**src/rtl/instr_encoder_loader.sv**
```systemverilog
// instr_encoder_loader: encodes symbolic instruction requests into 32-bit MIPS
// words and streams them into imem, holding the CPU until the program is loaded.
//
// state | meaning
// IDLE  | ready for the next request
// ENC   | encode the latched request into imem_wd (or flag it as illegal)
// WR    | one-cycle imem write at imem_addr, then advance the address and count
// DONE  | program loaded (or imem full); CPU released until reset
module instr_encoder_loader #(
    parameter int IMEM_DEPTH = 64,
    parameter int ADDR_W     = 6
) (
    input  logic              clk,
    input  logic              reset,
    input  logic              req_valid,
    output logic              req_ready,
    input  logic [3:0]        req_kind,
    input  logic [4:0]        req_rs,
    input  logic [4:0]        req_rt,
    input  logic [4:0]        req_rd,
    input  logic [15:0]       req_imm,
    input  logic [25:0]       req_target,
    input  logic              req_last,
    output logic              imem_we,
    output logic [ADDR_W-1:0] imem_addr,
    output logic [31:0]       imem_wd,
    output logic              cpu_hold,
    output logic [ADDR_W:0]   word_count,
    output logic              err_illegal,
    output logic              err_full
);

    typedef enum logic [1:0] {S_IDLE, S_ENC, S_WR, S_DONE} state_t;

    localparam logic [ADDR_W:0] DEPTH_CNT = (ADDR_W+1)'(IMEM_DEPTH);

    state_t        state, state_nxt;
    logic [3:0]    kind_q;
    logic [4:0]    rs_q, rt_q, rd_q;
    logic [15:0]   imm_q;
    logic [25:0]   tgt_q;
    logic          last_q;
    logic [31:0]   enc_word;
    logic          enc_legal;
    logic [ADDR_W:0] cnt_inc;
    logic          full_hit;

    assign cnt_inc  = word_count + 1'b1;
    assign full_hit = (cnt_inc == DEPTH_CNT);

    // Encode the latched request; only the fields of the selected format reach the word.
    always_comb begin
        enc_word  = 32'h0000_0000;
        enc_legal = 1'b1;
        case (kind_q)
            4'd0:    enc_word = {6'h00, rs_q, rt_q, rd_q, 5'd0, 6'h20};
            4'd1:    enc_word = {6'h00, rs_q, rt_q, rd_q, 5'd0, 6'h22};
            4'd2:    enc_word = {6'h00, rs_q, rt_q, rd_q, 5'd0, 6'h24};
            4'd3:    enc_word = {6'h00, rs_q, rt_q, rd_q, 5'd0, 6'h25};
            4'd4:    enc_word = {6'h00, rs_q, rt_q, rd_q, 5'd0, 6'h2A};
            4'd5:    enc_word = {6'h23, rs_q, rt_q, imm_q};
            4'd6:    enc_word = {6'h2B, rs_q, rt_q, imm_q};
            4'd7:    enc_word = {6'h04, rs_q, rt_q, imm_q};
            4'd8:    enc_word = {6'h05, rs_q, rt_q, imm_q};
            4'd9:    enc_word = {6'h08, rs_q, rt_q, imm_q};
            4'd10:   enc_word = {6'h02, tgt_q};
            4'd11:   enc_word = 32'h0000_0000;
            default: enc_legal = 1'b0;
        endcase
    end

    // State register.
    always_ff @(posedge clk) begin
        if (reset) state <= S_IDLE;
        else       state <= state_nxt;
    end

    // Next-state decode and state-derived handshake/strobe outputs.
    always_comb begin
        state_nxt = state;
        req_ready = 1'b0;
        imem_we   = 1'b0;
        cpu_hold  = 1'b1;
        case (state)
            S_IDLE: begin
                req_ready = 1'b1;
                if (req_valid) state_nxt = S_ENC;
            end
            S_ENC: begin
                if (enc_legal)   state_nxt = S_WR;
                else if (last_q) state_nxt = S_DONE;
                else             state_nxt = S_IDLE;
            end
            S_WR: begin
                imem_we = 1'b1;
                if (last_q || full_hit) state_nxt = S_DONE;
                else                    state_nxt = S_IDLE;
            end
            S_DONE: cpu_hold = 1'b0;
            default: state_nxt = S_IDLE;
        endcase
    end

    // Capture the request fields on accept.
    always_ff @(posedge clk) begin
        if (reset) begin
            kind_q <= 4'd0;
            rs_q   <= 5'd0;
            rt_q   <= 5'd0;
            rd_q   <= 5'd0;
            imm_q  <= 16'd0;
            tgt_q  <= 26'd0;
            last_q <= 1'b0;
        end else if (state == S_IDLE && req_valid) begin
            kind_q <= req_kind;
            rs_q   <= req_rs;
            rt_q   <= req_rt;
            rd_q   <= req_rd;
            imm_q  <= req_imm;
            tgt_q  <= req_target;
            last_q <= req_last;
        end
    end

    // Write datapath: word register, address/count advance and sticky errors.
    // The address stops at the last word when imem fills instead of wrapping.
    always_ff @(posedge clk) begin
        if (reset) begin
            imem_wd     <= 32'h0000_0000;
            imem_addr   <= '0;
            word_count  <= '0;
            err_illegal <= 1'b0;
            err_full    <= 1'b0;
        end else begin
            if (state == S_ENC) begin
                if (enc_legal) imem_wd <= enc_word;
                else           err_illegal <= 1'b1;
            end
            if (state == S_WR) begin
                word_count <= cnt_inc;
                if (full_hit) begin
                    if (!last_q) err_full <= 1'b1;
                end else begin
                    imem_addr <= imem_addr + 1'b1;
                end
            end
        end
    end

endmodule

```
**config.mk**
```make
export PLATFORM = sky130hd
export DESIGN_NAME = instr_encoder_loader
export DESIGN_NICKNAME = d
export VERILOG_FILES = /design/src/rtl/instr_encoder_loader.sv
export SDC_FILE = /design/constraint.sdc
export NUM_CORES = 1
export LEC_CHECK = 0
export CORE_ASPECT_RATIO = 0.9
export CORE_MARGIN = 8
export CORE_UTILIZATION = 35
export CTS_BUF_LIST = sky130_fd_sc_hd__clkbuf_4 sky130_fd_sc_hd__clkbuf_8
export DETAILED_ROUTE_END_ITERATION = 8
export GPL_TIMING_DRIVEN = 0
export MAX_ROUTING_LAYER = met4
export SLEW_MARGIN = 15
export SYNTH_ARGS = -nofsm -noshare
export SYNTH_HDL_FRONTEND = slang
export SYNTH_SLANG_ARGS = --single-unit
export TNS_END_PERCENT = 50
```
**constraint.sdc**
```tcl
create_clock -name clk -period 1.55 [get_ports clk]
set_input_delay 0.2325 -clock clk [delete_from_list [all_inputs] [get_ports clk]]
set_output_delay 0.2325 -clock clk [all_outputs]
set_load 0.05 [all_outputs]
```
* Word-level counts from Yosys, hierarchy flattened
Cells that the tools add are included.
Storage, ports and cells: register bits after elaboration 111, bits of input ports 65, output and inout bits 50, logic and storage cells 55
Operators by class: add/sub/neg operators 2, eq/ne operators 16, muxes and demuxes 10, bitwise logic cells 3, reductions and logical operators 11
Operators with widths (number):
- $pmux 32 s11 | 1
- $eq 4x3->1 const B | 4
- $eq 4x4->1 const B | 4
- $reduce_or 12->1 | 1
- $eq 4x2->1 const B | 2
- $mux 2 | 4
- $reduce_and 2->1 | 4
- $add 7x1->7 const B | 1
- $eq 7x7->1 const B | 1
- $add 6x1->6 const B | 1
- $pmux 2 s3 | 1
- $eq 2x2->1 const B | 2
- $eq 4x1->1 const B | 1
- $logic_not 4->1 | 1
- $mux 1 | 4
- $not 1->1 | 3
- $reduce_and 3->1 | 1
- $reduce_bool 3->1 | 1
- $eq 2x1->1 const B | 1
- $logic_not 2->1 | 1
- $ne 2x2->1 const B | 1
- $logic_and 1x1->1 | 1
- $logic_or 1x1->1 | 1

* Longest topological paths before layout
depth after elaboration 5, gate-level depth with buffers 8, mapped depth without buffers 7

* Worst setup path before layout
No wires, ideal clock.
path kind register to register, start reg word_count[2], end reg imem_addr[5], data arrival time 2.021 ns, required time 1.480 ns, slack -0.541 ns, cell stages (with the launch flop) 6, buffers on the path 0, clock period less this slack 2.091 ns, path through dfxtp_1 -> and3_4 -> a311oi_4 -> o21a_4 -> or4_1 -> a21oi_1
On the way: word-level cells in the longest chain between the ends 4
Ends and longest elaborated chain:
- start, declared | RTL line 28 | output logic [ADDR_W:0] word_count,
- start signal, assigned | RTL line 140 | word_count <= cnt_inc;
- $add 7x1->7 | RTL line 48 | assign cnt_inc = word_count + 1'b1;
- $eq 7x7->1 | RTL line 49 | assign full_hit = (cnt_inc == DEPTH_CNT);
- $not 1->1 (no line)
- $reduce_and 2->1 (no line)
- end signal, assigned | RTL line 144 | imem_addr <= imem_addr + 1'b1;
- end, declared | RTL line 25 | output logic [ADDR_W-1:0] imem_addr,
Every way passes these cells. A chain may end at the register's enable or synchronous reset.

* Worst setup path in the final report
start reg kind_q[0], end reg imem_wd[11]
On the way: word-level cells in the longest chain between the ends 4, elaborated cells on any way between the ends 16, those cells by class eq/ne: 11; mux: 2; reduce/logical: 3
Ends and longest elaborated chain:
- start, declared | RTL line 38 | logic [3:0] kind_q;
- start signal, assigned | RTL line 115 | kind_q <= req_kind;
- $eq 4x4->1, or another cell as far along | RTL line 55 | case (kind_q)
- $reduce_or 12->1 (no line)
- $mux 1 | RTL line 55
- $reduce_and 2->1 (no line)
- end signal, assigned | RTL line 136 | if (enc_legal) imem_wd <= enc_word;
- end, declared | RTL line 26 | output logic [31:0] imem_wd,
Parallel ways exist; a longest one is shown, timed or not.

==> impl_metrics.toml <==
[clocking]
htree_levels = 3
cts_hold_buf = 0
cts_tree = "yes"
clkSlewWorstSetupHoldPaths_ns = 0.10
cts_buffer_depth = 2
clock_latency_ns = 0.37
cts_num_sinks = 110
cts_buffers = 9
root_buffer = "clkbuf_8"

[status]
status = "finished with violations"
failed_checks = "setup timing"

[yosys]
synth_cells = 557
ys_seq_area_share_pct = 48.4
synth_nets = 628
syn_avg_cell_area_um2 = 8.16
synth_edf_count = 0
yosysUniqueCellTypes = 48
yosys_most_used_dff = "dfxtp_1"
synthArstFlopShare_pct = 0
synth_area_mm2 = 0.00455
yosys_warnings = 0
synth_seq_cells = 110

[worst_setup_path]
worstRegToRegCells = 7
start_kind = "register"
crit_path_end_kind = "register"
timing.rr.start = "kind_q[0]"
cp_data_required_time_ns = 1.81
setup.worst_path.start = "kind_q[0]"
crit_chain = "or2_4 > a21o_1 > buf_4 > buf_6 > a222oi_1 > a2bb2oi_1 > nor2_1"
cp_num_buf_inv = 2
path_depth = 7
cp_top_family = "compound AO/OA/AOI/OAI gates"
cp_max_fo = 3
cpPeakStageDelay_ns = 0.36
worstSetupPathType = "register to register"
slowest_stage = "dfxtp_4"
worstPathArrival_ns = 1.99

[detailed_routing]
detail_route.first_pass.iterations = 5
routed_via_density = 5.19
drt_iter0_drc = 276
num_vias = 4612
drcViolationCount = 0
wirelength_mm = 15.6
detail-route-antenna-nets = 0
avgRoutedWirePerCell_um = 17.6

[min_path]
holdCritStartpoint = "req_target[12]"
hold_path.class = "input port to register"
hold_path_depth = 3

[run]
drv_cap = 0

[global_routing]
gr-total-overflow = 0
antenna_found_initial = 0
grt_usage_pct = 18.2
grt_pass1_wl_mm = 23.5
grt_start_max_net_pins = 18
grt_pass1_vias = 4578

[place]
dp_hpwl_mm = 10.8
portBuffers = 113
place_inst = 834
gp_congestion = 0.866

[timing]
final_hold_viol_count = 0
period_minus_slack_ns = 1.74
setup_slack_ns = -0.185
fmax_mhz = 576
fin_crit_sh_pct = 112
max_slew.worst_pin.slew_ns = 0.527
slew_headroom_pct = 64.9
slew_violations = 0
rsz0062_at_grt = "yes"
skew_ns = 0.00645
finalSetupViolations = 20

[finish]
drive_above_1_share_pct = 24.0
stdcell_count = 888
antenna_cells = 0
area_growth_pct = 50.7
postLayoutCoreUtil_pct = 54.0
nNetsFinal = 790

[floorplan]
coreArea_mm2 = 0.0127
dieArea_mm2 = 0.0169
die_h_um = 124
rows = 39
start_util_pct = 35.8
die-width_um = 136
ios = 115

[power_and_ir_drop]
leakagePower_nw = 2.71
ir_drop_mv = 0.512
p_per_area_mw_per_mm2 = 1030
finalPower_mw = 7.07
-- cell type report --
type	count	area [um2]
flip-flops and latches	110	2240
well taps	164	205
inverters	11	43.8
clock buffers	11	151
clock inverters	5	78.8
multi-input cells	392	2390
plain buffers	40	292
fillers	1193	5830
repair buffers	155	1450
-- cells in the mapped netlist (2+ instances only) --
cell type  count  share of area, %
ha_1           6               1.7
o21ai_1        2              0.22
nor2b_1        4              0.55
xnor2_1        4              0.77
a222oi_1       5               1.1
inv_1         11              0.91
mux2i_1        2              0.44
nand4_1        8               1.1
a21oi_1       76               8.4
buf_2          3              0.33
buf_1          6              0.50
nand2b_1       5              0.69
nor2_1        40               3.3
o31ai_1        3              0.50
xor2_1         5              0.96
nand3_1        4              0.44
a31oi_1        8               1.1
o21ai_0       11               1.2
a22oi_1       21               3.5
or4_1          3              0.50
dfxtp_1      110                48
o21bai_1       2              0.33
clkbuf_1      35               2.9
and2_0         2              0.28
nand2_1      138                11
a2bb2oi_1      5              0.96
a22o_1        17               3.3
-- registers in the layout (all words and copies together), names as in the netlist --
name,cells
rt_q,5
imem_addr,6
tgt_q,26
kind_q,4
err_illegal,1
imm_q,16
word_count,7
rd_q,5
state,2
err_full,1
last_q,1
rs_q,5
imem_wd,31
-- report_power, final --
part           switching, mW  total, mW  internal, mW
clock                  0.966       1.97          1.00
sequential             0.139       3.15          3.02
combinational           1.08       1.95         0.875
-- worst paths after layout --
| kind | end | slack, ns |
|---|---|---|
| hold / removal | tgt_q[12] | 0.39 |
| hold reg to reg | imm_q[7] | 0.46 |
| setup / recovery | imem_wd[11] | -0.19 |
| setup reg to reg | imem_wd[11] | -0.19 |
-- cells by family after synthesis --
| family | count (synthesis) | share of synthesized area [%] |
|---|---|---|
| other | 1 | 0.0825 |
| AND/OR/NAND/NOR | 212 | 19.8 |
| buffers and inverters | 56 | 4.79 |
| flip-flops | 110 | 48.4 |
| multiplexers | 2 | 0.440 |
| XOR/XNOR | 9 | 1.73 |
| AO/OA/AOI/OAI | 161 | 23.1 |
| adder cells (fa/ha/maj) | 6 | 1.65 |
-- worst register-to-register path, stage by stage, from the launching register on --
cell and delay, ns:
dfxtp_4 0.36, or2_4 0.26, a21o_1 0.23, buf_4 0.15
buf_6 0.11, a222oi_1 0.24, a2bb2oi_1 0.21, nor2_1 0.06
-- cell usage in the layout, fill, tap and decap left out, types with 3 or more instances in the layout --
master,count
nand2_1,134
dfxtp_1,97
a21oi_1,72
clkdlybuf4s50_1,64
nor2_1,39
clkbuf_2,36
buf_4,33
a22o_1,17
clkdlybuf4s15_1,16
a22oi_2,13
buf_6,12
clkbuf_8,11
dlygate4sd2_1,11
dfxtp_4,10
inv_1,9
nand4_1,8
a22oi_1,8
o21ai_0,7
a31oi_1,7
nand2b_1,5
xor2_1,5
buf_8,5
a222oi_1,5
a2bb2oi_1,5
nand3_1,4
o21ai_1,4
xnor2_1,4
clkbuf_4,4
clkdlybuf4s15_2,4
clkbuf_1,3
o31ai_1,3
nor2b_1,3
nand2_4,3
buf_12,3
ha_4,3
dfxtp_2,3
-- metal layers --
metal / global-route usage [%] / part of all wire (%) / vias up
met1: 22.5 / 44 / 2219
met5: - / 0 / -
met2: 30.2 / 49 / 128
li1: - / - / 2244
met3: 3.63 / 5.3 / 21
met4: 4.52 / 1.7 / 0
-- through the flow --
stage / TNS (ns) / setup WS (ns) / cell area (um2) / hold slack, ns
3_3_place_gp: -42.23 / -0.539 / 5940 / 0.442
3_5_place_dp: -44.96 / -0.615 / 5940 / 0.449
6_report: -1.50 / -0.185 / 6850 / 0.395
5_1_grt: -3.16 / -0.276 / 6850 / 0.392
2_1_floorplan: -2.52 / -0.0960 / 4600 / 0.368
4_1_cts: -0.616 / -0.136 / 6460 / 0.389
-- what timing repair did --
action | CTS | global route
gates resized for setup | 146 | 123
setup buffers | 20 | 22
cloned | 0 | 3
hold endpoints to repair | 0 | 0
setup endpoints to repair | 153 | 123
pin swaps | 27 | 25
No activity file was read; power rests on OpenSTA's default activity.
